[src/rtl/reset_sequencer.sv]
// reset_sequencer
// Releases NUM_STAGES downstream reset domains one at a time, in index order.
// Each release is preceded by a fixed hold delay. The sequencer then waits for
// that stage's ready acknowledge before moving to the next stage. A missing
// acknowledge is caught by an optional timeout, which drops every stage back
// into reset. A soft-reset request restarts the whole sequence.
//
// Ports:
//   clk            system clock
//   reset          asynchronous active-low reset (from the reset synchronizer)
//   soft_reset_req synchronous request to re-run the sequence
//   stage_ack      per-stage ready acknowledge (level, synchronous to clk)
//   stage_reset_n  per-stage active-low reset; bit i is released i-th
//   seq_done       all stages released and acknowledged
//   seq_error      acknowledge timeout occurred
//   error_stage    index of the stage that timed out
//
// state    | meaning
// ---------+-----------------------------------------------------------
// HOLD     | counting STAGE_DELAY cycles before releasing stage idx
// WAIT_ACK | stage idx released, waiting for stage_ack[idx] or timeout
// DONE     | every stage released and acknowledged
// ERROR    | acknowledge timeout, all stages forced back into reset

module reset_sequencer #(
  parameter int NUM_STAGES  = 3,
  parameter int STAGE_DELAY = 16,
  parameter int ACK_TIMEOUT = 255,
  parameter int CNT_WIDTH   = 8,
  localparam int IDX_W      = (NUM_STAGES > 1) ? $clog2(NUM_STAGES) : 1
) (
  input  logic                  clk,
  input  logic                  reset,
  input  logic                  soft_reset_req,
  input  logic [NUM_STAGES-1:0] stage_ack,
  output logic [NUM_STAGES-1:0] stage_reset_n,
  output logic                  seq_done,
  output logic                  seq_error,
  output logic [IDX_W-1:0]      error_stage
);

  typedef enum logic [1:0] {HOLD, WAIT_ACK, DONE, ERROR} state_t;

  localparam logic [CNT_WIDTH-1:0] DELAY_TC = CNT_WIDTH'(STAGE_DELAY - 1);
  localparam logic [CNT_WIDTH-1:0] ACK_TC   =
    CNT_WIDTH'((ACK_TIMEOUT > 0) ? ACK_TIMEOUT - 1 : 0);
  localparam logic [IDX_W-1:0] LAST_IDX     = IDX_W'(NUM_STAGES - 1);
  localparam bit               TIMEOUT_EN   = (ACK_TIMEOUT != 0);

  state_t                  state;
  logic [IDX_W-1:0]        idx;
  logic [CNT_WIDTH-1:0]    counter;
  logic [NUM_STAGES-1:0]   release_mask;
  logic                    ack_cur;

  assign release_mask = NUM_STAGES'(1) << idx;
  // Only the acknowledge of the stage currently being waited on matters.
  assign ack_cur      = stage_ack[idx];

  always_ff @(posedge clk or negedge reset) begin
    if (!reset) begin
      state         <= HOLD;
      idx           <= '0;
      counter       <= '0;
      stage_reset_n <= '0;
      seq_done      <= 1'b0;
      seq_error     <= 1'b0;
      error_stage   <= '0;
    end else if (soft_reset_req) begin
      // Held request parks the block in HOLD with the counter cleared, so the
      // delay starts counting on the first edge the request is seen low.
      state         <= HOLD;
      idx           <= '0;
      counter       <= '0;
      stage_reset_n <= '0;
      seq_done      <= 1'b0;
      seq_error     <= 1'b0;
      error_stage   <= '0;
    end else begin
      unique case (state)
        HOLD: begin
          if (counter == DELAY_TC) begin
            stage_reset_n <= stage_reset_n | release_mask;
            counter       <= '0;
            state         <= WAIT_ACK;
          end else begin
            counter <= counter + 1'b1;
          end
        end
        WAIT_ACK: begin
          // Acknowledge takes priority over a timeout on the same edge.
          if (ack_cur) begin
            counter <= '0;
            if (idx == LAST_IDX) begin
              seq_done <= 1'b1;
              state    <= DONE;
            end else begin
              idx   <= idx + 1'b1;
              state <= HOLD;
            end
          end else if (TIMEOUT_EN && counter == ACK_TC) begin
            counter       <= '0;
            stage_reset_n <= '0;
            seq_error     <= 1'b1;
            error_stage   <= idx;
            state         <= ERROR;
          end else if (TIMEOUT_EN) begin
            // With the timeout disabled the counter is frozen so it never wraps.
            counter <= counter + 1'b1;
          end
        end
        DONE:  state <= DONE;
        ERROR: state <= ERROR;
        default: state <= HOLD;
      endcase
    end
  end

endmodule
[config.mk]
export PLATFORM = sky130hd
export DESIGN_NAME = reset_sequencer
export DESIGN_NICKNAME = d
export VERILOG_FILES = /design/src/rtl/reset_sequencer.sv
export SDC_FILE = /design/constraint.sdc
export NUM_CORES = 1
export LEC_CHECK = 0
export BUFFER_PORTS_ARGS = -buffer_cell sky130_fd_sc_hd__buf_2
export CORE_MARGIN = 1.5
export CORE_UTILIZATION = 55
export CTS_CLUSTER_DIAMETER = 50
export DETAILED_ROUTE_END_ITERATION = 16
export GPL_ROUTABILITY_DRIVEN = 0
export HOLD_SLACK_MARGIN = 0.02
export PLACE_DENSITY = 0.86
export SLEW_MARGIN = 40
export SYNTH_ARGS = -nofsm -noshare
export SYNTH_HDL_FRONTEND = slang
export SYNTH_SLANG_ARGS = --single-unit
[constraint.sdc]
create_clock -name clk -period 2.4 [get_ports clk]
set_clock_uncertainty 0.2 [all_clocks]
set_input_delay 0.36 -clock clk [delete_from_list [all_inputs] [get_ports clk]]
set_output_delay 0.36 -clock clk [all_outputs]
set_load 0.01 [all_outputs]
==> flow_metrics.tcl <==
set metrics [dict create \
    reg2reg_depth 5 \
    fmax_mhz 459 \
    critical_path_buf_inv_count 0 \
    cts_buffers 3 \
    start_util_pct 58.5 \
    rsz0062_at_grt "no" \
    final_util_pct 66.3 \
    drv_slew 0 \
    clk_latency_ns 0.30 \
    grt_pass1_wl_um 3420 \
    fp.coreArea_um2 1730 \
    die_height_um 45.8 \
    startpoint "counter[5]" \
    synth_cell_type_count 34 \
    synth-seq-cells 19 \
    grt-ovfl-total 0 \
    via_count 869 \
    holdPathStages 2 \
    power.density_nw_per_um2 460 \
    grt_use_total_pct 22.8 \
    drtAntennaViolNets 0 \
    synth.area.top_cells "dfrtp_1 47%, ha_1 6.2%, nor2_1 5.6%" \
    cts_setup_buffers 0 \
    wire_per_inst_um 14.0 \
    min_period_ns 2.18 \
    cts_sinks 19 \
    cp.depth 5 \
    n_antenna_cell 0 \
    firstDrtPassIters 4 \
    die_area_um2 2100 \
    final_nets 135 \
    timing.final.hold_violations 0 \
    peakVddDrop_mv 0.322 \
    finalInstanceArea_um2 1140 \
    htree_levels 1 \
    synth_area_um2 1010 \
    yosysWarnings 0 \
    area_growth_pct 13.4 \
    min_from "soft_reset_req" \
    die_w_um 45.8 \
    cap_violations 0 \
    drive_gt1_share_pct 17.1 \
    cp_top_family "simple AND/OR/NAND/NOR gates" \
    cpMaxStageDelayCell "or4_4" \
    critPathRequiredTime_ns 2.40 \
    cts_buffer_depth 2 \
    r2r-start "counter[5]" \
    dpl-instance-area_um2 1100 \
    synth_cells 106 \
    grt_max_degree 20 \
    synth_top_area_share_pct 47.1 \
    cts_resized 0 \
    status "finished clean" \
    hpwl_um 1500 \
    tns_ns 0 \
    fin_hold_ws_ns 0.184 \
    cts_root_buffer "clkbuf_4" \
    yosysTopAreaCell "dfrtp_1" \
    synth_edf_count 0 \
    first_global_vias 732 \
    crit_chain "or4_4 -> o311a_1 -> nand3_2 -> nor2_1 -> a211o_1" \
    cts_hold_buffers 1 \
    first_iter_violations 37 \
    period_share_pct 90.8 \
    synth_ff_type "dfrtp_1" \
    rows 15 \
    synth_common_cells "19 x dfrtp_1, 15 x nor2_1, 8 x nand2_1" \
    critPathArrivalTime_ns 2.18 \
    async_flop_share_pct 100 \
    path_class "reg -> reg" \
    syn_avg_cell_area_um2 9.53 \
    synth_fp_nets 117 \
    crit_path_end_kind "flip-flop" \
    setup_violations 0 \
    vias_per_cell 5.87 \
    slew_headroom_pct 60.2 \
    startpoint_type "flip-flop" \
    cts_tree "yes" \
    worst_slew_pin_slew_ns 0.592 \
    seq_area_frac_synth_pct 47.1 \
    hp-class "in -> reg" \
    antenna_found_initial 0 \
    io_pins 13 \
    clk_pin_slew_ns 0.12 \
    drt-total-wl_um 2080 \
    drcViolationCount 0 \
    max_stage_delay_ns 0.57 \
    path_max_fanout 9 \
    port_buffers 12 \
    post-synth-top-count-cell "dfrtp_1" \
    p_leak_nw 0.577 \
]
==> layout make-up <==
| type | instances | area [um2] |
|---|---|---|
| Tap cell | 25 | 31.3 |
| Inverter | 6 | 22.5 |
| Fill cell | 147 | 582 |
| Clock buffer | 3 | 22.5 |
| Multi-Input combinational cell | 80 | 508 |
| Timing Repair Buffer | 14 | 77.6 |
| Sequential cell | 19 | 475 |
| Clock inverter | 1 | 7.51 |
==> kinds of logic after synthesis <==
logic type      synth area share, %
buf+inv                        2.60
mux                            4.09
simple gates                   24.3
xor+xnor                      0.868
compound gates                 14.9
fa+ha+maj                      6.20
flops                          47.1
==> layer usage <==
metal | up-vias | share of wire, % | GRT usage (%) | routed length, um
met5 | - | 0 | 0 | 0
met1 | 415 | 46 | 33.0 | 959
li1 | 417 | - | - | -
met4 | 0 | 1.2 | 8.00 | 24
met2 | 33 | 47 | 32.2 | 974
met3 | 4 | 5.5 | 6.75 | 115
==> path summary, 6_finish.rpt <==
check                           slack [ns]          endpoint
worst min register to register        0.31         seq_error
worst min-delay path                  0.18          state[1]
min in group asynchronous             0.31        counter[1]
worst max register to register        0.22        counter[5]
worst max-delay path                  0.22        counter[5]
max in group asynchronous             1.39  stage_reset_n[1]
==> placed cells by master (no fill, tap or decap), types with 4 or more instances in the layout <==
cell type,Yosys,layout
dfrtp_1,19,19
nor2_1,15,15
buf_2,0,12
nand2_1,8,8
inv_1,6,6
a21oi_1,6,6
nor3_1,5,5
o21ai_0,5,5
ha_1,5,5
nand3_1,4,4
==> per-stage QoR <==
step / total power, W / worst slack, ns / std cells
2_1_floorplan: 0.000349 / 0.341 / 106
3_3_place_gp: 0.000365 / 0.288 / 143
3_5_place_dp: 0.000366 / 0.243 / 143
4_1_cts: 0.000536 / 0.228 / 148
5_1_grt: 0.000553 / 0.168 / 148
6_report: 0.000526 / 0.221 / 148
==> registers in the layout, summed over array words and instances, names as in the netlist <==
| register | count |
|---|---|
| seq_error | 1 |
| stage_reset_n | 3 |
| idx | 2 |
| state | 2 |
| counter | 8 |
| seq_done | 1 |
| error_stage | 2 |
==> report_power, final <==
| part | internal (W) | switching [W] | total [W] |
|---|---|---|---|
| clock | 0.0000635 | 0.000102 | 0.000166 |
| combinational | 0.0000118 | 0.0000199 | 0.0000317 |
| sequential | 0.000324 | 0.00000478 | 0.000329 |
| total | 0.000400 | 0.000127 | 0.000526 |
Power figures use the tool's default switching activity.
